File: config.mk
export PLATFORM = sky130hd
export DESIGN_NAME = i2c_slave_regfile
export DESIGN_NICKNAME = d
export VERILOG_FILES = /design/src/rtl/i2c_slave_regfile.sv
export SDC_FILE = /design/constraint.sdc
export NUM_CORES = 1
export LEC_CHECK = 0
export BUFFER_PORTS_ARGS = -buffer_cell sky130_fd_sc_hd__clkbuf_2
export CAP_MARGIN = 20
export CORE_UTILIZATION = 40
export CTS_CLUSTER_SIZE = 25
export DETAILED_ROUTE_END_ITERATION = 16
export PLACE_DENSITY = 0.64
export SLEW_MARGIN = 30
export SYNTH_ARGS = -nofsm -noshare
export SYNTH_HDL_FRONTEND = slang
export SYNTH_SLANG_ARGS = --single-unit
File: constraint.sdc
create_clock -name clk -period 2 [get_ports clk]
set_input_delay 0.2 -clock clk [delete_from_list [all_inputs] [get_ports clk]]
set_output_delay 0.2 -clock clk [all_outputs]
set_load 0.01 [all_outputs]
File: src/rtl/i2c_slave_regfile.sv
// i2c_slave_regfile: clk-domain oversampled I2C target exposing an 8-bit register file with pointer auto-increment.
module i2c_slave_regfile #(
  parameter logic [6:0] SLAVE_ADDR = 7'h57,
  parameter int NUM_REGS = 16,
  parameter int FILTER_LEN = 3,
  parameter logic [7:0] RESET_VAL = 8'h00,
  localparam int PTR_W = $clog2(NUM_REGS)
) (
  input  logic             clk,
  input  logic             rst,
  input  logic             scl_i,
  input  logic             sda_i,
  output logic             sda_oe,
  input  logic [PTR_W-1:0] host_raddr,
  output logic [7:0]       host_rdata,
  output logic             wr_strobe,
  output logic [PTR_W-1:0] wr_addr,
  output logic [7:0]       wr_data,
  output logic             busy
);
  typedef enum logic [3:0] {IDLE, ADDR, ACK_A, PTR, ACK_P, WDATA, ACK_W, RDATA, MACK} state_t;
  state_t state, state_n;
  logic [1:0] sync1, sync2, filt, filt_q;
  logic [2:0] cnt [2];
  logic [7:0] regs [NUM_REGS];
  logic [7:0] shreg, shreg_n, rd_byte, wr_data_n;
  logic [2:0] bit_cnt, bit_cnt_n, bit_dn;
  logic [PTR_W-1:0] ptr, ptr_n, ptr_inc, wr_addr_n;
  logic full, full_n, rw, rw_n, sda_oe_n, busy_n, wr_strobe_n, we;
  logic rise, fall, start, stop;
  // bit 0 carries SCL, bit 1 carries SDA; idle bus level is high
  always_ff @(posedge clk) begin
    if (rst) begin
      sync1 <= '1;
      sync2 <= '1;
      filt <= '1;
      filt_q <= '1;
      for (int i = 0; i < 2; i++) cnt[i] <= '0;
    end else begin
      sync1 <= {sda_i, scl_i};
      sync2 <= sync1;
      filt_q <= filt;
      for (int i = 0; i < 2; i++) begin
        if (sync2[i] == filt[i]) cnt[i] <= '0;
        else if (cnt[i] == 3'(FILTER_LEN - 1)) begin
          filt[i] <= sync2[i];
          cnt[i] <= '0;
        end else cnt[i] <= cnt[i] + 3'd1;
      end
    end
  end
  assign rise = filt[0] & ~filt_q[0];
  assign fall = ~filt[0] & filt_q[0];
  assign start = filt_q[1] & ~filt[1] & filt[0];
  assign stop = ~filt_q[1] & filt[1] & filt[0];
  assign rd_byte = regs[ptr];
  assign bit_dn = bit_cnt - 3'd1;
  assign ptr_inc = (ptr == PTR_W'(NUM_REGS - 1)) ? '0 : ptr + 1'b1;
  assign host_rdata = regs[host_raddr];
  // full marks a completed byte (or a master ACK in MACK) awaiting the next SCL fall
  always_comb begin
    state_n = state;
    bit_cnt_n = bit_cnt;
    shreg_n = shreg;
    full_n = full;
    ptr_n = ptr;
    rw_n = rw;
    sda_oe_n = sda_oe;
    busy_n = busy;
    we = 1'b0;
    wr_strobe_n = 1'b0;
    wr_addr_n = wr_addr;
    wr_data_n = wr_data;
    if (stop) begin
      state_n = IDLE;
      sda_oe_n = 1'b0;
      busy_n = 1'b0;
      full_n = 1'b0;
    end else if (start) begin
      state_n = ADDR;
      bit_cnt_n = 3'd7;
      full_n = 1'b0;
      sda_oe_n = 1'b0;
    end else if (rise && (state == ADDR || state == PTR || state == WDATA)) begin
      shreg_n = {shreg[6:0], filt[1]};
      full_n = bit_cnt == 3'd0;
      bit_cnt_n = bit_dn;
    end else if (rise && state == MACK) begin
      if (filt[1]) begin
        state_n = IDLE;
        sda_oe_n = 1'b0;
        busy_n = 1'b0;
      end else full_n = 1'b1;
    end else if (fall) begin
      case (state)
        ADDR: if (full) begin
          full_n = 1'b0;
          if (shreg[7:1] == SLAVE_ADDR) begin
            state_n = ACK_A;
            sda_oe_n = 1'b1;
            busy_n = 1'b1;
            rw_n = shreg[0];
          end else begin
            state_n = IDLE;
            busy_n = 1'b0;
          end
        end
        ACK_A, MACK: if (state == ACK_A ? rw : full) begin
          state_n = RDATA;
          shreg_n = rd_byte;
          bit_cnt_n = 3'd7;
          sda_oe_n = ~rd_byte[7];
          full_n = 1'b0;
        end else if (state == ACK_A) begin
          state_n = PTR;
          sda_oe_n = 1'b0;
          bit_cnt_n = 3'd7;
        end
        PTR: if (full) begin
          full_n = 1'b0;
          if ({24'd0, shreg} < 32'(NUM_REGS)) begin
            ptr_n = shreg[PTR_W-1:0];
            state_n = ACK_P;
            sda_oe_n = 1'b1;
          end else begin
            state_n = IDLE;
            sda_oe_n = 1'b0;
            busy_n = 1'b0;
          end
        end
        ACK_P, ACK_W: begin
          state_n = WDATA;
          sda_oe_n = 1'b0;
          bit_cnt_n = 3'd7;
        end
        WDATA: if (full) begin
          full_n = 1'b0;
          we = 1'b1;
          wr_strobe_n = 1'b1;
          wr_addr_n = ptr;
          wr_data_n = shreg;
          ptr_n = ptr_inc;
          state_n = ACK_W;
          sda_oe_n = 1'b1;
        end
        RDATA: if (bit_cnt == 3'd0) begin
          sda_oe_n = 1'b0;
          ptr_n = ptr_inc;
          state_n = MACK;
          full_n = 1'b0;
        end else begin
          bit_cnt_n = bit_dn;
          sda_oe_n = ~shreg[bit_dn];
        end
        default: ;
      endcase
    end
  end
  always_ff @(posedge clk) begin
    if (rst) begin
      state <= IDLE;
      bit_cnt <= 3'd7;
      shreg <= '0;
      full <= 1'b0;
      ptr <= '0;
      rw <= 1'b0;
      sda_oe <= 1'b0;
      busy <= 1'b0;
      wr_strobe <= 1'b0;
      wr_addr <= '0;
      wr_data <= '0;
    end else begin
      state <= state_n;
      bit_cnt <= bit_cnt_n;
      shreg <= shreg_n;
      full <= full_n;
      ptr <= ptr_n;
      rw <= rw_n;
      sda_oe <= sda_oe_n;
      busy <= busy_n;
      wr_strobe <= wr_strobe_n;
      wr_addr <= wr_addr_n;
      wr_data <= wr_data_n;
    end
  end
  always_ff @(posedge clk) begin
    if (rst) for (int i = 0; i < NUM_REGS; i++) regs[i] <= RESET_VAL;
    else if (we) regs[ptr] <= shreg;
  end
endmodule

* Word level (Yosys, flattened, before mapping)
Memory sizes are Yosys's and may differ from the RTL's. A register that Yosys moved wholly into a read port is not among the register bits.
Index checks and enable logic that the tools add are counted.
** Word-level totals
- Register bits :: 44
- Memory bits (writable) :: 134
- Output and inout bits :: 23
- Word-level logic and storage cells :: 232
- Memories :: 2
** Cells by class
- Add/sub/neg operators :: 4
- $lt $le $gt $ge :: 2
- Eq/ne operators :: 40
- Multiplexer cells :: 107
- Bitwise logic cells :: 24
- Reduce and logical (&&, ||, !) cells :: 36
** Memories
- regs :: depth 16, bits a word 8, rd ports 2, clocked after memory_dff 1, write ports 16, line 25 : logic [7:0] regs [NUM_REGS];
- cnt :: depth 2, bits a word 3, rd ports 2, clocked after memory_dff 0, write ports 2, line 24 : logic [2:0] cnt [2];
** Operator list (number)
- 4-bit two-way mux :: 17
- 1-bit two-way mux :: 62
- 8-bit two-way mux :: 6
- 3-bit two-way mux :: 14
- 9-bit AND reduction :: 3
- 4-bit one-hot mux with 6 select lines :: 1
- 4-bit inequality test (second input constant) :: 5
- 4-bit by 3-bit == test with 1-bit output (second input constant) :: 4
- 8-bit AND reduction :: 2
- 3-bit inequality test (second input constant) :: 5
- 3-bit nonzero test :: 5
- 2-bit inequality test (second input constant) :: 6
- 4-bit by 3-bit inequality test with 1-bit output (second input constant) :: 3
- 1-bit inverter :: 12
- 4-bit one-hot mux with 3 select lines :: 1
- 6-bit AND reduction :: 2
- 5-bit inequality test (second input constant) :: 2
- 10-bit AND reduction :: 1
- 5-bit nonzero test :: 2
- 3-bit by 2-bit inequality test with 1-bit output (second input constant) :: 3
- 3-bit one-hot mux with 3 select lines :: 1
- 4-bit by 2-bit == test with 1-bit output (second input constant) :: 2
- 4-bit == test (second input constant) :: 2
- 8-bit by 5-bit < comparator with 1-bit output (second input constant) :: 1
- other kinds (29) :: 51

* Depth between registers and ports, before layout
Gate-level depths: netlist of the first run.
- Word-level depth :: 12
- Gate-level depth with buffers :: 9
- Depth with buffers taken out :: 8

* Least setup slack after synthesis of the first run
Ideal clock, no wire load.
- Kind :: register to register
- Start point :: register state[2]
- End point :: memory regs[10][0], enable pin
- Arrival time :: 1.804 ns
- Slack :: -0.113 ns
- Cell stages (with the launch flop) :: 8
- Buffers on the path :: 2
- Period minus slack after synthesis :: 2.113 ns
- Path through :: dfxtp_1 buf_2 clkbuf_1 nand2_1 nor3_4 nand3b_1 nor2_1 or2_2
** RTL lines
- from (decl) :: line 22 : state_t state, state_n;
- from (signal assigned) :: line 173 : state <= state_n;
- to (decl) :: line 25

==> results of run 1 <==
## area by class of cell
| cell class | instances | area, µm² |
|---|---|---|
| flip-flops and latches | 182 | 4990 |
| multi-input cells | 502 | 4620 |
| well taps | 319 | 399 |
| clock buffers | 17 | 425 |
| fillers | 2097 | 11900 |
| clock inverters | 15 | 155 |
| repair buffers | 131 | 1100 |
| inverters | 11 | 41.3 |
## through the flow
stage               setup WS [ns]  power, W  setup TNS [ns]  hold WS [ns]
floorplan                 0.00434   0.00470               0         0.304
global placement           -0.190   0.00493          -0.551         0.389
detailed placement         -0.198   0.00493          -0.667         0.389
CTS                        -0.256   0.00821           -2.06        0.0610
global route               -0.277   0.00842           -2.64        0.0871
finish                     -0.263   0.00821           -2.09        0.0613
## layout by cell type, fill, tap and decap left out, drive strengths merged, types with 21 or more instances in the layout
master  synthesis  final
nand2          23     23
mux4           77     77
clkbuf         41     45
edfxtp        134    134
nor2           57     57
or2            26     26
buf            18    101
dfxtp          48     48
a21oi          21     21
and2          128    128
mux2i          23     23
## cell families after synthesis
kind of cell / share of synthesized area (%)
buf+inv: 3.25
flops: 51.3
other cells: 0.0386
simple gates: 17.6
compound gates: 5.81
xor+xnor: 0.270
fa+ha+maj: 1.29
mux: 20.5
## cells in the mapped netlist, types with 8 or more instances
cell      count  area [µm²]
edfxtp_1    134        4020
and2_1      128         801
mux4_2       69        1550
nor2_1       57         214
dfxtp_1      48         961
clkbuf_1     40         150
or2_2        26         163
mux2i_1      23         230
nand2_1      23        86.3
a211oi_1     20         150
a21oi_1      20         100
nand2b_1     14        87.6
nor2b_1      13        81.3
o21ai_0      13        65.1
buf_2        11        55.1
inv_1        11        41.3
ha_1         10         125
nand3_1      10        50.1
mux4_1        8         210
## state kept, by name (all words and copies together) (netlist names), 3 cells and up, named ones only
register and count:
cnt 6, wr_addr 4, state 4, shreg 8, bit_cnt 3, wr_data 8, regs 128, ptr 4
## power by group
part | leakage, nW | internal, W | switching (W) | total [W]
logic | 2.22 | 0.000314 | 0.000308 | 0.000622
clock network | 0.288 | 0.00167 | 0.00164 | 0.00331
registers | 1.67 | 0.00418 | 0.0000884 | 0.00427
total | 4.17 | 0.00617 | 0.00204 | 0.00821
## critical path, stage by stage (launching register included)
cell	delay (ns)
edfxtp_1	0.40
mux4_2	0.56
mux4_2	0.52
clkbuf_2	0.15
## worst paths after layout
| check | cells past startpoint | start | slack [ns] | to |
|---|---|---|---|---|
| worst max-delay path | 3 | regs[11][3] | -0.26 | host_rdata[3] |
| worst min-delay path | 2 | rst | 0.06 | flip-flop |
| worst max register to register | 7 | flip-flop | -0.07 | shreg[0] |
| worst min register to register | 1 | sync1[1] | 0.42 | sync2[1] |
## layer usage
metal  track usage (%)  routed length, µm  vias to the layer above
met5                 0                  0                        -
met4              9.62                835                        0
met3              3.09               1570                       49
met2              33.6              12100                      249
met1              28.9              10700                     3293
li1                  -                  -                     2977
## what timing repair did
item                                   in CTS  in global routing
pin swaps                                   7                 20
endpoints found under the hold margin       2                  0
buffers inserted                            9                  5
resized for setup                          20                 43
setup endpoints to repair                  22                177
hold buffers                                2                  0
==> out/metrics.yaml, run 1 <==
synth:
  yosysSeqAreaShare_pct: 51.3
  yosysWarnings: 0
  ys.flop_type: "edfxtp_1"
  netlist_area_mm2: 0.00973
  ys_ff_latch: 182
  syn_inst: 749
  synth.avg_cell_area_um2: 13.0
  ys_types: 55
  synth_edf_count: 134
  synthArstFlopShare_pct: 0
timing:
  fin_ws_ns: -0.263
  min_period_ns: 2.26
  fin_crit_sh_pct: 113
  rsz0062_at_grt: "true"
  worst_pin_slew_ns: 0.685
  hold_viol_final: 0
  clock_skew_ns: 0.0132
  fmax_mhz: 442
  setup_viol: 11
  maxSlewViolCount: 0
  slew-limit-headroom_pct: 54.2
grt:
  track_usage_pct: 21.2
  grt_pass1_wl_um: 38200
  grt_pass1_vias: 6342
  grt_overflow: 0
  antenna_found_initial: 0
  grt_max_degree: 31
routing:
  drt-total-wl_um: 25200
  drtAntennaViolNets: 0
  vias: 6568
  first_iter_violations: 576
  dr.pass1.iters: 5
  avgViaCountPerCell: 5.58
  drc_errors: 0
  post_drt_wl_per_cell_um: 21.4
finish:
  fin_area_mm2: 0.0117
  layout.cells.non_filler: 1177
  layout.nets: 863
  drive_gt1_share_pct: 35.1
  antenna_cells: 0
  finish.utilization_pct: 49.6
  syn_to_final_growth_pct: 20.7
floorplanning:
  initial_core_util_pct: 41.1
  dieArea_mm2: 0.0249
  num_rows: 56
  core-area_mm2: 0.0237
  ioPinCount: 31
  fp.dieH_um: 158
  die_w_um: 158
placement:
  io_buffers: 30
  placed_cells: 1129
  dp_hpwl_um: 17800
  dpl_cell_area_mm2: 0.0108
  place.gp.congestion: 0.872
cts:
  clkSlewWorstSetupHoldPaths_ns: 0.07
  cts.sinks: 182
  cts-htree-levels: 4
  root_buffer: "clkbuf_16"
  clk_latency_ns: 0.44
  cts_buffer_depth: 2
  numCtsBuffers: 17
  cts_tree: "done"
flow_run:
  cap_viol_max_count: 0
worst_setup_path:
  arrival_ns: 2.06
  end_kind: "output pin"
  crit_fanout: 2
  worstSetupPathType: "flip-flop to output pin"
  required_ns: 1.80
  start_kind: "flip-flop"
worst_hold_path:
  hold_class: "primary input to flip-flop"
status:
  status: "finished, violations left"
  violations: "setup timing"
power:
  leakage_nw: 4.17
  peakVddDrop_mv: 0.581
  p_per_area_mw_per_mm2: 699
Power figures use the tool's default switching activity.
==> run 2, diff against run 1 <==
--- a/config.mk
+++ b/config.mk
@@ -10,7 +10,7 @@
 export CORE_UTILIZATION = 40
 export CTS_CLUSTER_SIZE = 25
 export DETAILED_ROUTE_END_ITERATION = 16
-export PLACE_DENSITY = 0.64
+export PLACE_DENSITY_LB_ADDON = 0.2
 export SLEW_MARGIN = 30
 export SYNTH_ARGS = -nofsm -noshare
 export SYNTH_HDL_FRONTEND = slang
==> run 2 against run 1 <==
Compared with the run above:
- the run still ends with setup timing left
- global-route usage up 2.3 points
- non-clock buffer count shrank 3
- clock skew down 0.0044 ns
==> out/metrics.yaml, run 2 (synthesis results as in run 1) <==
cts:
  cts.sinks: 182
  clkSlewWorstSetupHoldPaths_ns: 0.07
  numCtsBuffers: 17
  root_buffer: "clkbuf_16"
  cts-htree-levels: 4
  clk_latency_ns: 0.44
  cts_tree: "done"
  cts_buffer_depth: 2
placement:
  place.gp.congestion: 0.920
  io_buffers: 30
  dpl_cell_area_mm2: 0.0107
  dp_hpwl_um: 19200
status:
  violations: "setup timing"
  status: "finished, violations left"
power:
  p_seq_share_pct: 50.4
  peakVddDrop_mv: 0.556
  p_int_w: 0.00660
  swShare_pct: 22.4
  p_per_area_mw_per_mm2: 723
  power_frac_comb_pct: 7.3
  power_switching_w: 0.00191
  pwr-share-clk_pct: 42.4
  leakage_nw: 4.19
routing:
  post_drt_wl_per_cell_um: 23.5
  drt-total-wl_um: 27600
  avgViaCountPerCell: 5.71
  drtAntennaViolNets: 0
  vias: 6703
  drc_errors: 0
  first_iter_violations: 524
  dr.pass1.iters: 5
timing:
  setup_viol: 10
  maxSlewViolCount: 0
  fin_crit_sh_pct: 115
  hold_viol_final: 0
  fmax_mhz: 436
  fin_ws_ns: -0.296
  rsz0062_at_grt: "true"
  whs_ns: 0.412
  min_period_ns: 2.30
  clock_skew_ns: 0.00882
flow_run:
  cap_viol_max_count: 0
grt:
  track_usage_pct: 23.5
  grt_pass1_vias: 6775
  grt_overflow: 0
  grt_max_degree: 49
  grt_pass1_wl_um: 41800
  antenna_found_initial: 1
worst_setup_path:
  crit_fanout: 2
  path_cells: "mux4_2 -> mux4_2 -> buf_6"
  arrival_ns: 2.10
  end_kind: "output pin"
  reg2reg_slack_ns: -0.09
  start_kind: "flip-flop"
  critical_path.max_stage_delay_ns: 0.55
  crit_top_cell: "mux4_2"
  cp_slowest_cell: "mux4_2"
  worstSetupPathType: "flip-flop to output pin"
  required_ns: 1.80
floorplanning:
  initial_core_util_pct: 41.1
  die_w_um: 158
  num_rows: 56
  fp.dieH_um: 158
  dieArea_mm2: 0.0249
  core-area_mm2: 0.0237
  ioPinCount: 31
finish:
  mostFrequentLayoutCells: "134 x edfxtp_1, 128 x and2_1, 73 x mux4_2"
  layout_commonest_cell: "edfxtp_1"
  antenna_cells: 0
  fillCellCount: 2128
  largestRegisters: "regs x128, shreg x8, wr_data x8"
  fin_area_mm2: 0.0118
  regMostFlops: "regs"
  syn_to_final_growth_pct: 21.0
  drive_gt1_share_pct: 34.5
  layout.nets: 860
  largest_reg_flops: 128
worst_hold_path:
  hold_class: "flip-flop to flip-flop"
==> run 2: power by group through the flow <==
stage / logic (W) / clock network [W] / registers (W)
3_5_place_dp: 0.000582 / 0 / 0.00436
3_3_place_gp: 0.000573 / 0 / 0.00436
5_1_grt: 0.000659 / 0.00380 / 0.00429
2_1_floorplan: 0.000388 / 0 / 0.00431
6_report: 0.000620 / 0.00360 / 0.00428
4_1_cts: 0.000591 / 0.00363 / 0.00428
==> run 2: what timing repair did <==
item | in CTS | in global routing
hold buffers | 2 | 0
gates cloned | 0 | 2
pin swaps | 4 | 22
endpoints found under the setup margin | 26 | 127
gates resized for setup | 12 | 65
setup buffers | 2 | 11
endpoints found under the hold margin | 2 | 0
==> run 2: final cells by class <==
type                    instances  area (µm²)  share of cell area, %
flip-flops and latches        182        5000                   42.4
well taps                     319         399                   3.39
clock inverters                14         199                   1.69
clock buffers                  17         425                   3.61
multi-input cells             502        4580                   38.9
repair buffers                128        1130                   9.57
inverters                      11        41.3                  0.351
==> run 2: path summary, 6_finish.rpt <==
path,from,end,cells past startpoint
max,regs[11][6],host_rdata[6],3
min,sync1[1],sync2[1],1
max reg2reg,regs[0][7],sda_oe,6
min reg2reg,sync1[1],sync2[1],1
==> run 2: layer usage <==
metal	track usage [%]	up-vias	routed length [µm]
li1	-	2976	-
met1	30.4	3397	11200
met2	40.5	275	14000
met3	3.39	55	1840
met4	7.42	0	580
met5	0	-	0
==> run 2: metrics by stage <==
| stage | worst slack (ns) | TNS, ns | std cells | utilization [%] | power [W] |
|---|---|---|---|---|---|
| global route | -0.319 | -2.80 | 1173 | 49.7 | 0.00875 |
| detailed placement | -0.0790 | -0.365 | 1125 | 45.4 | 0.00495 |
| finish | -0.296 | -2.03 | 1173 | 49.7 | 0.00851 |
| global placement | -0.0643 | -0.432 | 1125 | 45.4 | 0.00493 |
| CTS | -0.296 | -2.12 | 1160 | 48.3 | 0.00850 |
| floorplan | 0.00434 | 0 | 754 | - | 0.00470 |
==> run 2: worst max-delay path: cells and delay by family (launching register included) <==
kind                   cells  cell delay, ns
multiplexers               2            1.09
flip-flops                 1            0.42
buffers and inverters      1            0.15
